### src/rtl/pipe_adder_pkg.sv
// Shared definitions for the pipelined adder: op encoding, chunk sizing and
// the bit offsets used to pack the per-level skew/de-skew registers.
package pipe_adder_pkg;

  // Operation select encoding for the sub input.
  localparam logic OP_ADD = 1'b0;
  localparam logic OP_SUB = 1'b1;

  // True when WIDTH can be split into STAGES equal carry-chain chunks.
  function automatic bit split_ok(input int width, input int stages);
    return (stages >= 1) && (width >= stages) && ((width % stages) == 0);
  endfunction

  // Bits handled by each stage.
  function automatic int chunk_of(input int width, input int stages);
    return (stages >= 1) ? (width / stages) : width;
  endfunction

  // Skew level k (1..STAGES-1) carries the operand bits not yet consumed,
  // WIDTH - k*CHUNK bits wide. Levels are packed back to back starting at
  // level 1; this returns the LSB position of level k.
  function automatic int skew_off(input int level, input int width, input int chunk);
    return (level - 1) * width - (chunk * level * (level - 1)) / 2;
  endfunction

  // De-skew level k (1..STAGES-1) carries the k result chunks already
  // produced, k*CHUNK bits wide, packed back to back from level 1.
  function automatic int deskew_off(input int level, input int chunk);
    return (chunk * level * (level - 1)) / 2;
  endfunction

endpackage

### src/rtl/full_adder.sv
// Single-bit full adder cell; the chunk adders are ripple chains of these.
module full_adder (
  input  logic a,
  input  logic b,
  input  logic cin,
  output logic sum,
  output logic cout
);

  assign sum  = a ^ b ^ cin;
  assign cout = (a & b) | (a & cin) | (b & cin);

endmodule

### src/rtl/pipe_adder_stage.sv
// One pipeline stage: a CHUNK-bit ripple adder feeding registered partial
// sum, chunk carry-out and valid bit. All registers advance only when en=1.
// The last stage also registers the carry into its MSB so the top level can
// form signed overflow without a combinational path from the operands.
module pipe_adder_stage #(
  parameter int CHUNK   = 8,
  parameter bit IS_LAST = 1'b0
) (
  input  logic             clk,
  input  logic             rst,
  input  logic             en,
  input  logic             valid_in,
  input  logic [CHUNK-1:0] a_chunk,
  input  logic [CHUNK-1:0] b_chunk,
  input  logic             carry_in,
  output logic             valid,
  output logic [CHUNK-1:0] sum_chunk,
  output logic             carry_out,
  output logic             msb_carry
);

  logic [CHUNK:0]   carry;
  logic [CHUNK-1:0] part;

  assign carry[0] = carry_in;

  for (genvar i = 0; i < CHUNK; i++) begin : g_bit
    full_adder u_fa (
      .a    (a_chunk[i]),
      .b    (b_chunk[i]),
      .cin  (carry[i]),
      .sum  (part[i]),
      .cout (carry[i+1])
    );
  end

  // Stage registers: cleared by reset, frozen while the pipe is stalled.
  always_ff @(posedge clk) begin
    if (rst) begin
      valid     <= 1'b0;
      sum_chunk <= '0;
      carry_out <= 1'b0;
    end else if (en) begin
      valid     <= valid_in;
      sum_chunk <= part;
      carry_out <= carry[CHUNK];
    end
  end

  if (IS_LAST) begin : g_msb
    logic msb_q;

    // Carry into the result MSB, kept alongside the final chunk for ovf.
    always_ff @(posedge clk) begin
      if (rst) begin
        msb_q <= 1'b0;
      end else if (en) begin
        msb_q <= carry[CHUNK-1];
      end
    end

    assign msb_carry = msb_q;
  end else begin : g_no_msb
    assign msb_carry = 1'b0;
  end

endmodule

### src/rtl/pipe_adder.sv
// Pipelined add/subtract with carry-in. The carry chain is cut into STAGES
// registered chunks; operands not yet consumed ride along in skew registers
// and finished low chunks ride along in de-skew registers so the full sum
// appears coherently at the last stage.
//
// Handshake: a beat moves in on an edge with in_valid && in_ready and out on
// an edge with out_valid && out_ready. The whole pipe is one global enable:
// when the output is valid but not accepted, every register holds and
// in_ready drops in the same cycle; otherwise everything advances, so the
// block accepts and emits one beat per cycle. Bubbles are not compressed.
module pipe_adder
  import pipe_adder_pkg::*;
#(
  parameter int WIDTH  = 32,
  parameter int STAGES = 4
) (
  input  logic             clk,
  input  logic             rst,
  input  logic             in_valid,
  output logic             in_ready,
  input  logic [WIDTH-1:0] a,
  input  logic [WIDTH-1:0] b,
  input  logic             cin,
  input  logic             sub,
  output logic             out_valid,
  input  logic             out_ready,
  output logic [WIDTH-1:0] sum,
  output logic             cout,
  output logic             ovf
);

  localparam int CHUNK       = chunk_of(WIDTH, STAGES);
  localparam int SKEW_BITS   = (STAGES > 1) ? skew_off(STAGES, WIDTH, CHUNK) : 1;
  localparam int DESKEW_BITS = (STAGES > 1) ? deskew_off(STAGES, CHUNK) : 1;

  if (!split_ok(WIDTH, STAGES)) begin : g_bad_split
    $error("pipe_adder: WIDTH (%0d) must be a positive multiple of STAGES (%0d)",
           WIDTH, STAGES);
  end

  logic                   stall;
  logic                   en;
  logic [WIDTH-1:0]       b_eff;
  logic                   carry0;
  logic [STAGES-1:0]      v_q;
  logic [STAGES-1:0]      c_q;
  logic [CHUNK-1:0]       s_q [STAGES];
  logic                   last_msb;
  logic [SKEW_BITS-1:0]   skew_a_w;
  logic [SKEW_BITS-1:0]   skew_b_w;
  logic [DESKEW_BITS-1:0] deskew_w;

  // Subtraction is a + ~b + 1; cin only matters for addition.
  assign b_eff  = (sub == OP_SUB) ? ~b : b;
  assign carry0 = (sub == OP_SUB) ? 1'b1 : cin;

  assign out_valid = v_q[STAGES-1];
  assign stall     = out_valid && !out_ready;
  assign en        = !stall;
  assign in_ready  = !stall;

  for (genvar k = 0; k < STAGES; k++) begin : g_stage
    logic [CHUNK-1:0] op_a;
    logic [CHUNK-1:0] op_b;
    logic             op_c;
    logic             op_v;
    logic             msb;

    if (k == 0) begin : g_first
      assign op_a = a[CHUNK-1:0];
      assign op_b = b_eff[CHUNK-1:0];
      assign op_c = carry0;
      assign op_v = in_valid;
    end else begin : g_inner
      localparam int OFF = skew_off(k, WIDTH, CHUNK);
      assign op_a = skew_a_w[OFF +: CHUNK];
      assign op_b = skew_b_w[OFF +: CHUNK];
      assign op_c = c_q[k-1];
      assign op_v = v_q[k-1];
    end

    pipe_adder_stage #(
      .CHUNK   (CHUNK),
      .IS_LAST (k == STAGES - 1)
    ) u_stage (
      .clk       (clk),
      .rst       (rst),
      .en        (en),
      .valid_in  (op_v),
      .a_chunk   (op_a),
      .b_chunk   (op_b),
      .carry_in  (op_c),
      .valid     (v_q[k]),
      .sum_chunk (s_q[k]),
      .carry_out (c_q[k]),
      .msb_carry (msb)
    );

    if (k == STAGES - 1) begin : g_last
      assign last_msb = msb;
    end else begin : g_tie
      logic unused_msb;
      assign unused_msb = msb;
    end
  end

  // Level k sits beside stage k-1's registers and belongs to the same beat.
  for (genvar k = 1; k < STAGES; k++) begin : g_level
    localparam int SW   = WIDTH - k * CHUNK;
    localparam int SOFF = skew_off(k, WIDTH, CHUNK);
    localparam int DW   = k * CHUNK;
    localparam int DOFF = deskew_off(k, CHUNK);

    logic [SW-1:0] sa_d;
    logic [SW-1:0] sb_d;
    logic [DW-1:0] ds_d;
    logic [SW-1:0] sa_q;
    logic [SW-1:0] sb_q;
    logic [DW-1:0] ds_q;

    if (k == 1) begin : g_from_in
      assign sa_d = a[WIDTH-1:CHUNK];
      assign sb_d = b_eff[WIDTH-1:CHUNK];
      assign ds_d = s_q[0];
    end else begin : g_from_prev
      localparam int PSOFF = skew_off(k - 1, WIDTH, CHUNK);
      localparam int PDOFF = deskew_off(k - 1, CHUNK);
      // Drop the chunk the previous stage just consumed.
      assign sa_d = skew_a_w[PSOFF + CHUNK +: SW];
      assign sb_d = skew_b_w[PSOFF + CHUNK +: SW];
      // Newest finished chunk goes on top of the older low chunks.
      assign ds_d = {s_q[k-1], deskew_w[PDOFF +: DW - CHUNK]};
    end

    // Unconsumed operand bits travel with the beat; contents of empty slots
    // are never observed, so these need no reset.
    always_ff @(posedge clk) begin
      if (en) begin
        sa_q <= sa_d;
        sb_q <= sb_d;
      end
    end

    // Finished low chunks travel with the beat; cleared so sum reads 0 after reset.
    always_ff @(posedge clk) begin
      if (rst) begin
        ds_q <= '0;
      end else if (en) begin
        ds_q <= ds_d;
      end
    end

    assign skew_a_w[SOFF +: SW] = sa_q;
    assign skew_b_w[SOFF +: SW] = sb_q;
    assign deskew_w[DOFF +: DW] = ds_q;
  end

  if (STAGES > 1) begin : g_sum_multi
    assign sum = {s_q[STAGES-1], deskew_w[deskew_off(STAGES - 1, CHUNK) +: (STAGES - 1) * CHUNK]};
  end else begin : g_sum_single
    assign sum = s_q[0];
  end

  assign cout = c_q[STAGES-1];
  assign ovf  = last_msb ^ c_q[STAGES-1];

endmodule

### config.mk
export PLATFORM = sky130hd
export DESIGN_NAME = pipe_adder
export DESIGN_NICKNAME = d
export VERILOG_FILES = /design/src/rtl/pipe_adder_pkg.sv /design/src/rtl/full_adder.sv /design/src/rtl/pipe_adder_stage.sv /design/src/rtl/pipe_adder.sv
export SDC_FILE = /design/constraint.sdc
export NUM_CORES = 1
export LEC_CHECK = 0
export BUFFER_PORTS_ARGS = -buffer_cell sky130_fd_sc_hd__buf_2
export CAP_MARGIN = 20
export CORE_MARGIN = 3
export CORE_UTILIZATION = 55
export CTS_CLUSTER_DIAMETER = 150
export DETAILED_ROUTE_END_ITERATION = 8
export PLACE_DENSITY_LB_ADDON = 0.25
export SYNTH_ARGS = -nofsm -noshare
export SYNTH_HDL_FRONTEND = slang
export SYNTH_HIERARCHICAL = 1
export SYNTH_SLANG_ARGS = --single-unit
### constraint.sdc
create_clock -name clk -period 6.94 [get_ports clk]
set_input_delay 0.347 -clock clk [delete_from_list [all_inputs] [get_ports clk]]
set_output_delay 0.347 -clock clk [all_outputs]
set_load 0.02 [all_outputs]
==> results of run 1 <==
## power groups by stage
| stage | registers, mW | clock network (mW) | logic [mW] |
|---|---|---|---|
| global placement | 1.34 | 0 | 0.249 |
| CTS | 1.32 | 0.958 | 0.269 |
| detailed placement | 1.34 | 0 | 0.265 |
| finish | 1.32 | 0.936 | 0.265 |
| floorplan | 1.35 | 0 | 0.154 |
| global route | 1.33 | 1.01 | 0.300 |
## critical path, stage by stage
cell and delay [ns]:
buf_2 0.69, xor2_1 0.22, fa_1 0.45, fa_1 0.41, fa_1 0.39, fa_1 0.41, fa_1 0.41, fa_1 0.39
fa_1 0.41, fa_1 0.46, mux2i_1 0.15, nor2_1 0.05
## how the worst max path moves through the flow
stage / to / slack, ns / depth (start not counted)
floorplan: g_stage[0].u_stage/sum_chunk[7] / 2.67 / 13
global placement: g_stage[0].u_stage/sum_chunk[7] / 2.19 / 12
detailed placement: g_stage[0].u_stage/sum_chunk[7] / 1.98 / 12
CTS: g_stage[0].u_stage/sum_chunk[7] / 2.42 / 12
global route: g_stage[0].u_stage/sum_chunk[7] / 2.24 / 12
finish: g_stage[0].u_stage/sum_chunk[7] / 2.41 / 12
## metal layers
metal	routed length (um)	up-vias	track usage [%]
met5	0	-	0
met4	199	0	6.93
met3	548	15	4.71
met2	5780	85	26.9
met1	4970	1837	21.4
li1	-	1892	-
## registers in the layout, summed over array words and instances (netlist names)
| signal | flops |
|---|---|
| g_stage.u_stage/msb_carry | 1 |
| g_stage.u_stage/carry_out | 4 |
| g_level.sa_q | 48 |
| g_stage.u_stage/sum_chunk | 32 |
| g_level.sb_q | 48 |
| g_level.ds_q | 48 |
| g_stage.u_stage/valid | 4 |
## cell usage in the layout (no fill, tap or decap)
cell type / n
o21ai_1: 14
o21ai_0: 10
nor2_1: 41
clkinv_2: 2
inv_6: 1
buf_4: 3
clkbuf_16: 17
bufinv_16: 3
clkinvlp_4: 2
clkinv_4: 2
clkinv_1: 4
inv_4: 1
fa_1: 32
nor2b_4: 1
buf_2: 105
nand2b_1: 48
xor2_1: 33
inv_2: 1
dfxtp_1: 89
or2_2: 1
mux2i_1: 65
nand4bb_1: 22
or4bb_1: 2
buf_16: 1
edfxtp_1: 96
## cell type report
| class | count | area [um2] | area share, % |
|---|---|---|---|
| clock buffer | 17 | 425 | 5.01 |
| clock inverter | 14 | 156 | 1.84 |
| inverter | 2 | 10.0 | 0.118 |
| multi-input combinational | 269 | 2440 | 28.8 |
| sequential | 185 | 4660 | 54.9 |
| tap | 172 | 215 | 2.53 |
| timing repair buffer | 109 | 576 | 6.78 |
## through the flow
step	utilization, %	setup slack, ns	total power [mW]	cells
detailed placement	61.7	1.98	1.61	736
floorplan	-	2.67	1.51	485
CTS	66.3	2.42	2.55	767
global route	66.5	2.24	2.64	768
global placement	61.7	2.19	1.59	736
finish	66.5	2.41	2.52	768
==> metrics.cfg, run 1 <==
[status]
outcome=completed

[synthesis]
netlist_instances=485
yosys_warnings=6
syn_area_per_cell_um2=15.0
synth_area_mm2=0.00730
syn-num-nets=587

[cts]
hold_buffers=0
insertion_delay_ns=0.42
root_buffer=clkbuf_16
h-tree-depth=4
cts_max_path_buffers=2
cts_tree=yes
path_clk_slew_ns=0.06
cts_setup_buffers=0
clock-sinks=185
cts_resized=0
cts_made_buffers=17

[die]
die_height_um=121
core_area_mm2=0.0128
boundaryPins=106
die_w_um=121
die_area_mm2=0.0147
num_rows=41
initial_core_util_pct=57.1

[cells_and_area]
fill_cells=949
final_layout_size_suffix_gt1_share_pct=23.5
syn_to_final_growth_pct=16.4
antennaDiodeCount=0
stdcell_area_mm2=0.00849
final_nets=686

[route]
ant_nets=0
wl_per_cell_um=15.0
dr.pass1.iters=5
viasPerCell=4.99
drtIter0Drc=210
drt_drc_violations_left=0
vias=3829
finalWirelength_um=11500

[grt]
grt_pass1_wl_um=18700
grt_usage_pct=16.7
antenna_found_initial=0
grt_max_degree=114
gr-total-overflow=0
grt_pass1_vias=3863

[pwr]
p_per_area_mw_per_mm2=297
p_sw_uw=572
pwr-share-comb_pct=10.5
ir_drop_v=0.000197
p_int_mw=1.95
p_sw_share_pct=22.7
power.share.clock_pct=37.1
leakage_nw=3.62
seqPwrFrac_pct=52.4

[sta]
finalSetupViolations=0
rsz0062_at_grt=no
drv_slew=0
fmax_ghz=0.221
min_period_over_period_pct=65.2
finalCriticalPeriod_ns=4.53
final.setup.tns_ns=0
worst_pin_slew_ns=0.917
hold_viol_final=0
holdWs_ns=0.0999
maxSlewHeadroom_pct=38.9
skew_ns=0.00704

[run]
maxCapViolCount=0

[setup_path]
critical_path.max_fanout=33
r2r-start=g_level[3].sa_q[0]
start_kind=input pin
path_class=in2reg
end_kind=register
cp-startpoint=sub
cp.arrival_ns=4.80
reg2regPathDepth=10
worst_r2r_endpoint=g_stage[3].u_stage/sum_chunk[7]
critPathRequiredTime_ns=7.21
rrSetupSlack_ns=2.87

[place]
port_buffers=105
place_area_mm2=0.00788
gp_congestion=0.818
dpl.hpwl_um=7530

[hold_path]
hp-start=a[23]
hold_path_end=g_level[1].sa_q[15]
hp-class=in2reg
hold_depth=1

(Power assumes the default switching activity.)
==> inputs of run 2 (changes only) <==
Clock period 6.94 ns to 4.63 ns, I/O delays scaled along.
==> run 2 against run 1 <==
Cell count is 3.0% higher. Via count increased by 2.3%. Largest power group unchanged. Setup slack worse by 1.8 ns. Routed wire length grew 5.2%. Sequential share of layout area is 1.1 points lower. Global-route usage is 0.90 points higher. Critical path depth is 2 lower. Highest routed layer is now met5. Clock power rose by 37%. Critical endpoint is now g_stage[3].u_stage/sum_chunk[7]. Total power rose by 46%.
==> metrics.cfg, run 2 (synthesis gave the netlist of run 1 again) <==
[die]
die_area_mm2=0.0147  ; unchanged
die_height_um=121  ; unchanged
die_w_um=121  ; unchanged
num_rows=41  ; unchanged
boundaryPins=106  ; unchanged
core_area_mm2=0.0128  ; unchanged
initial_core_util_pct=57.1  ; unchanged

[grt]
antenna_found_initial=1  ; +1
grt_usage_pct=17.6  ; +0.90 points
met3_usage_pct=4.85  ; +0.14 points
grt_pass1_wl_um=19800  ; +5.5%
grt_pass1_vias=4050  ; +4.8%
grt_max_degree=114  ; unchanged
gr-total-overflow=0  ; unchanged
grt.met2_usage_pct=28.4  ; +1.6 points
grt.busiest_layer=met2
grtUsageMet1_pct=22.3  ; +0.91 points

[pwr]
p_sw_share_pct=23.1  ; +0.40 points
leakage_nw=3.68  ; +1.5%
ir_drop_v=0.000285  ; +45%
p_sw_uw=847  ; +48%
pwr-share-comb_pct=11.2  ; +0.7 points
p_per_area_mw_per_mm2=424  ; +43%
p_int_mw=2.82  ; +45%
seqPwrFrac_pct=53.9  ; +1.5 points
power.share.clock_pct=34.9  ; -2.2 points

[sta]
final.setup.tns_ns=0  ; unchanged
worst_pin_slew_ns=0.907  ; -0.00992 ns
drv_slew=0  ; unchanged
maxSlewHeadroom_pct=39.5  ; +0.66 points
finalCriticalPeriod_ns=4.06
fmax_ghz=0.246
min_period_over_period_pct=87.6
finalSetupViolations=0  ; unchanged
hold_viol_final=0  ; unchanged
rsz0062_at_grt=no
skew_ns=0.00899  ; +0.00196 ns
setup_ws_ns=0.572  ; -1.84 ns

[cts]
clock-sinks=185  ; unchanged
cts_max_path_buffers=2  ; unchanged
insertion_delay_ns=0.42  ; about the same
cts_made_buffers=17  ; unchanged
path_clk_slew_ns=0.06  ; about the same
root_buffer=clkbuf_16
h-tree-depth=4  ; unchanged
cts_resized=0  ; unchanged
cts_tree=yes

[status]
outcome=completed

[cells_and_area]
layout_common_cells=buf_2, edfxtp_1, dfxtp_1, mux2i_1, nand2b_1
multiInputGateArea_mm2=0.00244  ; unchanged
syn_to_final_growth_pct=18.6
top_regs=g_level.ds_q: 48 flops, g_level.sa_q: 48 flops, g_level.sb_q: 48 flops
final_layout_size_suffix_gt1_share_pct=22.1  ; -1.4 points
final_nets=709  ; +3.4%
layout_commonest_cell=buf_2
antennaDiodeCount=0  ; unchanged
regArea_mm2=0.00466  ; unchanged
stdcell_area_mm2=0.00866  ; +2.0%
fill_cells=927  ; -2.3%

[setup_path]
crit_chain=fa_1, fa_1, fa_1, fa_1, fa_1, fa_1, fa_1, fa_1, mux2i_1, nor2_1
start_kind=register
reg2regPathDepth=10  ; unchanged
worst-path-buf-inv=0  ; -1
crit_family=adder cells
end_kind=register
cp_num_cells=10  ; -2
r2r-start=g_level[3].sa_q[0]
rrSetupSlack_ns=0.57  ; -2.30 ns
critical_path.max_fanout=2  ; -94%
path_class=reg2reg
cp-startpoint=g_level[3].sa_q[0]
critical_path.most_common_cell=fa_1
critical_path.max_stage_delay_ns=0.45  ; -0.24 ns
cp_slowest_cell=fa_1
cp.arrival_ns=4.33  ; -0.47 ns
worst_r2r_endpoint=g_stage[3].u_stage/sum_chunk[7]
endpoint=g_stage[3].u_stage/sum_chunk[7]
critPathRequiredTime_ns=4.90  ; -2.31 ns

[route]
drtIter0Drc=240  ; +14%
ant_nets=0  ; unchanged
drt_drc_violations_left=0  ; unchanged
viasPerCell=4.95  ; -0.65%
vias=3918  ; +2.3%
dr.pass1.iters=4  ; -1
wl_per_cell_um=15.3  ; +2.1%
finalWirelength_um=12100  ; +5.2%

[place]
gp_congestion=0.802  ; -1.9%
place_area_mm2=0.00789  ; about the same
dpl.hpwl_um=7540  ; +0.21%
pre_cts_slack_ns=0.384  ; -1.59 ns
port_buffers=105  ; unchanged

[run]
maxCapViolCount=0  ; unchanged

[hold_path]
hp-class=in2reg

run 2: per-stage QoR:
step | utilization, % | hold WS, ns | std cells | total power [mW]
after CTS | 67.5 | 0.000773 | 789 | 3.70
after global placement | 61.8 | 0.400 | 737 | 2.38
after detailed placement | 61.8 | 0.405 | 737 | 2.41
final | 67.8 | 0.0224 | 791 | 3.67
after global routing | 67.8 | 0.000950 | 791 | 3.84
after floorplan | - | 0.304 | 485 | 2.26
run 2: how the worst min path moves through the flow:
stage | slack, ns | depth (start not counted) | from | end
after CTS | 0.0008 | 1 | a[13] | g_level[1].sa_q[5]
final | 0.02 | 1 | a[12] | g_level[1].sa_q[4]
after global placement | 0.40 | 0 | g_level[1].sa_q[20] | g_level[2].sa_q[12]
after global routing | 0.001 | 1 | a[12] | g_level[1].sa_q[4]
after floorplan | 0.30 | 1 | rst | g_stage[3].u_stage/sum_chunk[5]
after detailed placement | 0.40 | 0 | g_level[1].sb_q[20] | g_level[2].sb_q[12]
run 2: layout make-up:
type                    count  share of cell area (%)
flip-flops and latches    185                    53.9
repair buffers            132                    9.28
well taps                 172                    2.49
inverters                   2                   0.116
multi-input cells         269                    28.2
clock inverters            10                   0.925
clock buffers              21                    5.09
run 2: metal layers:
layer | vias up | wire length, um
li1 | 1940 | -
met1 | 1854 | 5180
met2 | 97 | 5950
met3 | 25 | 629
met4 | 2 | 321
met5 | - | 7
run 2: what timing repair did:
action / CTS / global route
endpoints found under the hold margin: 21 / 1
setup buffers: 0 / 0
hold buffers: 21 / 1
run 2: power by group through the flow:
stage / Combinational [mW] / Sequential, mW / Clock [mW]
3_3_place_gp: 0.379 / 2.00 / 0
4_1_cts: 0.415 / 1.98 / 1.31
2_1_floorplan: 0.231 / 2.03 / 0
5_1_grt: 0.464 / 2.00 / 1.38
3_5_place_dp: 0.399 / 2.01 / 0
6_report: 0.411 / 1.98 / 1.28
